==> config.mk <==
export PLATFORM = sky130hd
export DESIGN_NAME = wave_monitor
export DESIGN_NICKNAME = d
export VERILOG_FILES = /design/src/rtl/wave_monitor.sv
export SDC_FILE = /design/constraint.sdc
export NUM_CORES = 1
export LEC_CHECK = 0
export ABC_AREA = 1
export BUFFER_PORTS_ARGS = -buffer_cell sky130_fd_sc_hd__buf_2
export CAP_MARGIN = 10
export CORE_ASPECT_RATIO = 1.5
export CORE_MARGIN = 5
export CORE_UTILIZATION = 34
export CTS_CLUSTER_DIAMETER = 200
export DETAILED_ROUTE_END_ITERATION = 10
export GPL_ROUTABILITY_DRIVEN = 0
export PLACE_DENSITY = 0.51
export SLEW_MARGIN = 20
export SYNTH_ARGS = -nofsm -noshare
export SYNTH_HDL_FRONTEND = slang
export SYNTH_SLANG_ARGS = --single-unit
export TNS_END_PERCENT = 100
==> constraint.sdc <==
create_clock -name clk -period 5.1 [get_ports clk]
set_input_delay 0.255 -clock clk [delete_from_list [all_inputs] [get_ports clk]]
set_output_delay 0.255 -clock clk [all_outputs]
set_load 0.03 [all_outputs]
==> src/rtl/wave_monitor.sv <==
// wave_monitor: receive-side checker for the quarter-wave sine DAC chain.
// Tracks the quadrant of an offset-binary sample stream with hysteresis,
// measures the period between upward crossings and latches per-cycle peaks.
module wave_monitor #(
    parameter int DATA_WIDTH   = 10,
    parameter int MID          = 512,
    parameter int HYST         = 8,
    parameter int PERIOD_WIDTH = 16
) (
    input  logic                    clk,
    input  logic                    rst_n,
    input  logic                    sample_valid,
    input  logic [DATA_WIDTH-1:0]   sample,
    output logic [1:0]              quadrant,
    output logic                    locked,
    output logic [PERIOD_WIDTH-1:0] period,
    output logic                    period_valid,
    output logic [DATA_WIDTH-1:0]   peak_max,
    output logic [DATA_WIDTH-1:0]   peak_min,
    output logic                    overflow
);

    localparam logic [2:0] S_SEEK = 3'd0;
    localparam logic [2:0] S_Q1   = 3'd1;
    localparam logic [2:0] S_Q2   = 3'd2;
    localparam logic [2:0] S_Q3   = 3'd3;
    localparam logic [2:0] S_Q4   = 3'd4;

    // One extra bit keeps MID+HYST and ext+HYST from wrapping.
    localparam int CW = DATA_WIDTH + 1;
    localparam logic [CW-1:0] TH_HI = CW'(MID + HYST);
    localparam logic [CW-1:0] TH_LO = CW'(MID - HYST);
    localparam logic [CW-1:0] HY    = CW'(HYST);

    localparam logic [PERIOD_WIDTH-1:0] CNT_TOP  = '1;
    localparam logic [PERIOD_WIDTH-1:0] CNT_NEAR = CNT_TOP - PERIOD_WIDTH'(1);

    logic [2:0]              state, state_nx;
    logic [DATA_WIDTH-1:0]   ext, ext_nx;
    logic [PERIOD_WIDTH-1:0] cnt;
    logic                    armed;
    logic                    uc, pmax_ld, pmin_ld;
    logic [CW-1:0]           s_x, e_x;
    logic                    sat;

    assign s_x = {1'b0, sample};
    assign e_x = {1'b0, ext};
    // The increment that would land on the top value is the saturating one.
    assign sat = armed && (cnt == CNT_NEAR);

    function automatic logic [1:0] quad_of(input logic [2:0] s);
        case (s)
            S_Q2:    quad_of = 2'b01;
            S_Q3:    quad_of = 2'b10;
            S_Q4:    quad_of = 2'b11;
            default: quad_of = 2'b00;
        endcase
    endfunction

    // Next-state and extreme tracking; thresholds use the pre-update ext.
    always_comb begin
        state_nx = state;
        ext_nx   = ext;
        uc       = 1'b0;
        pmax_ld  = 1'b0;
        pmin_ld  = 1'b0;
        case (state)
            S_SEEK: begin
                if (s_x >= TH_HI) begin
                    state_nx = S_Q1;
                    ext_nx   = sample;
                end else if (s_x <= TH_LO) begin
                    state_nx = S_Q3;
                    ext_nx   = sample;
                end
            end
            S_Q1: begin
                if (s_x + HY <= e_x) begin
                    state_nx = S_Q2;
                    pmax_ld  = 1'b1;
                end else if (s_x > e_x) begin
                    ext_nx = sample;
                end
            end
            S_Q2: begin
                if (s_x <= TH_LO) begin
                    state_nx = S_Q3;
                    ext_nx   = sample;
                end
            end
            S_Q3: begin
                if (s_x >= e_x + HY) begin
                    state_nx = S_Q4;
                    pmin_ld  = 1'b1;
                end else if (s_x < e_x) begin
                    ext_nx = sample;
                end
            end
            S_Q4: begin
                if (s_x >= TH_HI) begin
                    state_nx = S_Q1;
                    ext_nx   = sample;
                    uc       = 1'b1;
                end
            end
            default: state_nx = S_SEEK;
        endcase
    end

    // Registered FSM, peaks and period measurement, advanced on valid samples.
    always_ff @(posedge clk or negedge rst_n) begin
        if (!rst_n) begin
            state        <= S_SEEK;
            ext          <= '0;
            quadrant     <= 2'b00;
            peak_max     <= '0;
            peak_min     <= '0;
            cnt          <= '0;
            armed        <= 1'b0;
            period       <= '0;
            period_valid <= 1'b0;
            locked       <= 1'b0;
            overflow     <= 1'b0;
        end else begin
            period_valid <= 1'b0;
            if (sample_valid) begin
                state    <= state_nx;
                ext      <= ext_nx;
                quadrant <= quad_of(state_nx);
                if (pmax_ld) peak_max <= ext;
                if (pmin_ld) peak_min <= ext;
                if (armed) begin
                    if (sat) begin
                        cnt      <= CNT_TOP;
                        overflow <= 1'b1;
                        locked   <= 1'b0;
                        armed    <= 1'b0;
                    end else if (uc) begin
                        period       <= cnt + PERIOD_WIDTH'(1);
                        period_valid <= 1'b1;
                        locked       <= 1'b1;
                        cnt          <= '0;
                    end else begin
                        cnt <= cnt + PERIOD_WIDTH'(1);
                    end
                end else if (uc) begin
                    armed <= 1'b1;
                    cnt   <= '0;
                end
            end
        end
    end

endmodule

# ---- Word level (Yosys, flattened, before mapping)
# Cells that the tools add are included.
# Widths: inputs -> output; s select.
dict set report word_totals {
  regBits 71
  elab_cells 79
}
dict set report op_classes {
  n_addsub 3
  order_cmp 6
  eq_ne 13
  muxes 33
  n_bitwise 1
  n_reduce_logical 12
}
# cell count
set op_table {}
lappend op_table {{$mux 10} 7}
lappend op_table {{$mux 16} 4}
lappend op_table {{$pmux 10 s5} 1}
lappend op_table {{$add 10x4->11 const B} 2}
lappend op_table {{$add 16x1->16 const B} 1}
lappend op_table {{$eq 16x16->1 const B} 1}
lappend op_table {{$mux 3} 5}
lappend op_table {{$pmux 3 s5} 1}
lappend op_table {{$mux 1} 14}
lappend op_table {{$eq 3x2->1 const B} 4}
lappend op_table {{$ge 10x11->1} 1}
lappend op_table {{$le 11x10->1} 1}
lappend op_table {{$ge 10x10->1 const B} 1}
lappend op_table {{$gt 10x10->1} 1}
lappend op_table {{$le 10x9->1 const B} 1}
lappend op_table {{$lt 10x10->1} 1}
lappend op_table {{$ne 2x2->1 const B} 5}
lappend op_table {{$reduce_and 7->1} 1}
lappend op_table {{$eq 3x3->1 const B} 2}
lappend op_table {{$pmux 2 s3} 1}
lappend op_table {{$reduce_and 2->1} 3}
lappend op_table {{$reduce_and 3->1} 2}
lappend op_table {{$reduce_bool 5->1} 1}
lappend op_table {{$reduce_and 4->1} 1}
lappend op_table {{other kinds (5)} 6}

# ---- Depth between registers and ports, before layout
dict set report logic_depth {
  word_depth 7
  ltp_mapped 19
  ltp_nobuf 19
}

# ---- Worst setup path after synthesis
# No wires, ideal clock.
dict set report synth_timing {
  path_type {reg-to-reg}
  startpoint {register ext[3]}
  endpoint {register ext[3]}
  setup_time_ps 117
  t_arrival_ps 2202
  t_required_ps 4983
  path_slack_ps 2781
  path_stages_with_launch 20
  path_cell_list {dfrtp_1 -> ha_1 -> nand2_1 -> nor3_1 -> xor2_1 -> ha_1 -> nand2_1 -> inv_1 -> nand2_1 -> nand2_1 -> nand2_1 -> inv_1 -> nor2_2 -> nand2_2 -> nand2_4 -> o211ai_4 -> inv_2 -> nand2_2 -> nand2_1 -> nand2_1}
}
dict set report synth_via {
  elab_chain_len 4
}
# item line_no
set synth_lines {}
lappend synth_lines {{from (decl)} 39} ;# logic [DATA_WIDTH-1:0] ext, ext_nx;
lappend synth_lines {{from (signal assigned)} 128} ;# ext <= ext_nx;
lappend synth_lines {{$add 10x4->11} 92} ;# if (s_x >= e_x + HY) begin
lappend synth_lines {{$ge 10x11->1} 92}
lappend synth_lines {{$ne 2x2->1 (no source line)} n/a}
lappend synth_lines {{$reduce_and 7->1 (no source line)} n/a}
# Several ways; a longest one is shown, not always the timed one.
# A chain may end at the register's enable or synchronous reset.

# ---- Worst setup path after layout
dict set report layout_timing {
  startpoint {register ext[3]}
  endpoint {register ext[7]}
}
dict set report layout_via {
  elab_chain_len 4
}
# item line_no
set layout_lines {}
lappend layout_lines {{$add 10x4->11} 92}
lappend layout_lines {{$ge 10x11->1} 92}
lappend layout_lines {{$ne 2x2->1 (no source line)} n/a}
lappend layout_lines {{$reduce_and 7->1 (no source line) (*)} n/a}
# Every way passes the cells marked *; elsewhere a longest branch is shown, timed or not.

==> reports/results.txt <==
VDD IR max: 0.000245 V
Clk Latency, worst-skew pair: 0.33 ns
clock buffer depth: 2
Finished Cell Area: 5380 um^2
Final period util: 54.1%
Slew HR: 37.9%
area grow syn2layout: 14.2%
Cell variety after synth: 43
global-route wire length before repair: 21.9 mm
Setup crit start kind: register
final setup margin: 2.34 ns
GRT Resource Usage Total: 16.7%
post-layout min period: 2.76 ns
skew final: 0.00753 ns
Post-CTS Resized: 0
Placement Cell Area: 5090 um^2
CTS Root Cell: clkbuf_16
nets: 719
antenna violations before repair: 0
status: complete, no violations
largest net degree at the start of global routing: 72
Tightest Pin Transition: 0.932 ns
Post-Layout Cell Count: 844
cts-stage hold buffer count: 0
Largest stage delay, worst path: 0.46 ns
I/O Buffers: 53
Seq/Total Area, Yosys: 37.7%
Post-Route WL: 13.1 mm
Max-Cap Viols: 0
CP required: 5.32 ns
Post-route DRC: 0
average size of a mapped cell: 7.55 um^2
share of layout cells above drive strength 1: 16.4%
final hold violation count: 0
DR vias/cell: 4.96
Crit Path Category: reg -> reg
diode count: 0
grt ovf: 0
setup violators final: 0
DIE AREA: 16400 um^2
DP HPWL: 10.0 mm
CP delay by family, top: simple AND/OR/NAND/NOR gates
Critical Path AT: 2.98 ns
drt wl/cell: 15.6 um
Synth Register Bits: 71
CTS Buf Count: 9
Post-Syn Area: 4710 um^2
setup TNS: 0 ns
most frequent cell on the critical path: nand2_1
die span in y: 154 um
Post-CTS Setup Bufs: 0
Mapped Nets: 666
Pins Over Slew Limit: 0
CP Buf/Inv Count: 2
number of global-route vias before repair: 4304
Worst Path Max Fanout: 10
Initial Util: 34.8%
DP Worst Slack: 2.33 ns
CTS H-Tree Depth: 3
# rows: 52
leakage power: 0.00278 uW
clock-pin transition on the worst setup and hold timing paths: 0.06 ns
Synth Instances: 624
Crit. End Element: register
synthesis warning total: 0
via count: 4184
fmax: 362 MHz
power per cell area: 585 nW/um^2
initial drt markers: 120
Hold/Removal Path Class: in -> async
First-pass DRT Iterations: 4
antenna-violating nets left: 0
Hold Slack: 0.0506 ns
Filler cells: 1443
CTS sink count: 71
CP max stage cell: dfrtp_1
crit path cell chain: ha_1, nand2_1, nor3_1, xor2_1, ha_1, a21oi_1, nand2_1, nand2_1, inv_1, nor2_2, nand2_2, nand2_4, o211ai_4, inv_2, nand2_2, nand2_1, nand2_1
io pins: 54
Die Span X: 106 um
CTS tree: yes
RSZ-0062 raised after global routing: false
Placed Cells: 828
Core Area: 13500 um^2
logic make-up (layout without fill, tap and decap cells):
family / after synthesis / count (layout) / share of synthesized area (%)
flops: 71 / 71 / 37.7
xor+xnor: 20 / 20 / 3.72
compound gates: 100 / 100 / 12.9
fa+ha+maj: 29 / 29 / 7.70
buf+inv: 87 / 145 / 7.97
simple gates: 317 / 317 / 30.0
worst reg2reg max path, cell delays in order (launching register included):
cell	delay, ns
dfrtp_1	0.46
ha_1	0.22
nand2_1	0.12
nor3_1	0.23
xor2_1	0.16
ha_1	0.26
a21oi_1	0.15
nand2_1	0.08
nand2_1	0.05
inv_1	0.04
nor2_2	0.16
nand2_2	0.10
nand2_4	0.10
o211ai_4	0.12
inv_2	0.07
nand2_2	0.17
nand2_1	0.11
nand2_1	0.06
state kept, by name (all words and copies together) (netlist names):
register,flops
peak_min,10
period_valid,1
period,16
locked,1
quadrant,2
state,3
overflow,1
cnt,16
armed,1
peak_max,10
ext,10
layout make-up:
| type | count | area, um^2 | area share, % |
|---|---|---|---|
| multi-input cells | 466 | 2560 | 47.6 |
| clock buffers | 10 | 239 | 4.44 |
| inverters | 76 | 288 | 5.35 |
| well taps | 162 | 203 | 3.77 |
| repair buffers | 53 | 268 | 4.98 |
| flip-flops and latches | 71 | 1780 | 33.0 |
| clock inverters | 6 | 45.0 | 0.837 |
synth_stat cells:
| master | n | area [um^2] |
|---|---|---|
| o211ai_4 | 1 | 21.3 |
| nor3_2 | 3 | 30.0 |
| nor4_1 | 1 | 6.26 |
| o22ai_1 | 4 | 25.0 |
| or2_1 | 1 | 6.26 |
| nand3b_1 | 3 | 22.5 |
| xor2_1 | 19 | 166 |
| clkinv_1 | 2 | 7.51 |
| or2_2 | 1 | 6.26 |
| nand2_2 | 9 | 56.3 |
| o21ai_0 | 36 | 180 |
| o21ai_2 | 4 | 35.0 |
| dfrtp_1 | 71 | 1780 |
| nor2_4 | 3 | 33.8 |
| clkbuf_2 | 1 | 5.00 |
| nor3_1 | 7 | 35.0 |
| a31oi_1 | 3 | 18.8 |
| nand4_1 | 6 | 37.5 |
| inv_1 | 67 | 251 |
| inv_4 | 1 | 6.26 |
| nand3_1 | 19 | 95.1 |
| a22oi_1 | 4 | 30.0 |
| o21a_1 | 18 | 135 |
| nand2_4 | 1 | 11.3 |
| ha_1 | 29 | 363 |
| o221ai_1 | 1 | 8.76 |
| nand3_4 | 1 | 17.5 |
| a21oi_1 | 9 | 45.0 |
| a21o_1 | 1 | 7.51 |
| inv_2 | 6 | 22.5 |
| a32oi_1 | 1 | 8.76 |
| and3_1 | 1 | 6.26 |
| nand2_1 | 218 | 818 |
| buf_2 | 3 | 15.0 |
| a21oi_2 | 1 | 8.76 |
| o21ai_1 | 17 | 85.1 |
| buf_6 | 4 | 45.0 |
| nor2_8 | 2 | 40.0 |
| nor2_1 | 31 | 116 |
| xnor2_1 | 1 | 8.76 |
| buf_4 | 3 | 22.5 |
| nand3_2 | 3 | 30.0 |
| nor2_2 | 7 | 43.8 |
cell usage in the layout (no fill, tap or decap), drive strengths merged, types with 4 or more instances in the layout:
cell type / netlist / routed
nand2: 228 / 228
inv: 74 / 75
dfrtp: 71 / 71
o21ai: 57 / 57
buf: 10 / 53
nor2: 43 / 43
ha: 29 / 29
nand3: 23 / 23
xor2: 19 / 19
o21a: 18 / 18
a21oi: 10 / 10
clkbuf: 1 / 10
nor3: 10 / 10
nand4: 6 / 6
o22ai: 4 / 4
a22oi: 4 / 4
clkinv: 2 / 4
final timing paths:
| path | start | to | slack, ns | depth (start not counted) |
|---|---|---|---|---|
| worst max-delay path | ext[3]$_DFFE_PN0P_ | ext[7]$_DFFE_PN0P_ | 2.34 | 17 |
| worst min-delay path | rst_n | ext[5]$_DFFE_PN0P_ | 0.05 | 1 |
| worst max register to register | ext[3]$_DFFE_PN0P_ | ext[7]$_DFFE_PN0P_ | 2.34 | 17 |
| worst min register to register | overflow$_DFFE_PN0P_ | overflow$_DFFE_PN0P_ | 0.46 | 1 |
| max in group asynchronous | rst_n | peak_min[6]$_DFFE_PN0P_ | 4.43 | 1 |
| min in group clk | sample_valid | quadrant[1]$_DFFE_PN0P_ | 0.28 | 3 |
through the flow:
stage	utilization, %	power (uW)
4_1_cts	39.7	3200
2_1_floorplan	-	2100
3_5_place_dp	37.6	2590
6_report	39.7	3150
3_3_place_gp	37.6	2560
5_1_grt	39.7	3420
routing by layer:
layer | global-route usage [%] | wire length [um] | vias up
met1 | 18.0 | 5110 | 1969
met2 | 30.1 | 7010 | 83
li1 | - | - | 2105
met4 | 9.94 | 631 | 0
met5 | 0 | 0 | -
met3 | 2.79 | 381 | 27
report_power, final:
group	total [uW]	switching (uW)	internal, uW
clock network	591	247	344
registers	948	163	785
logic	1610	1100	513
(Power assumes the default switching activity.)
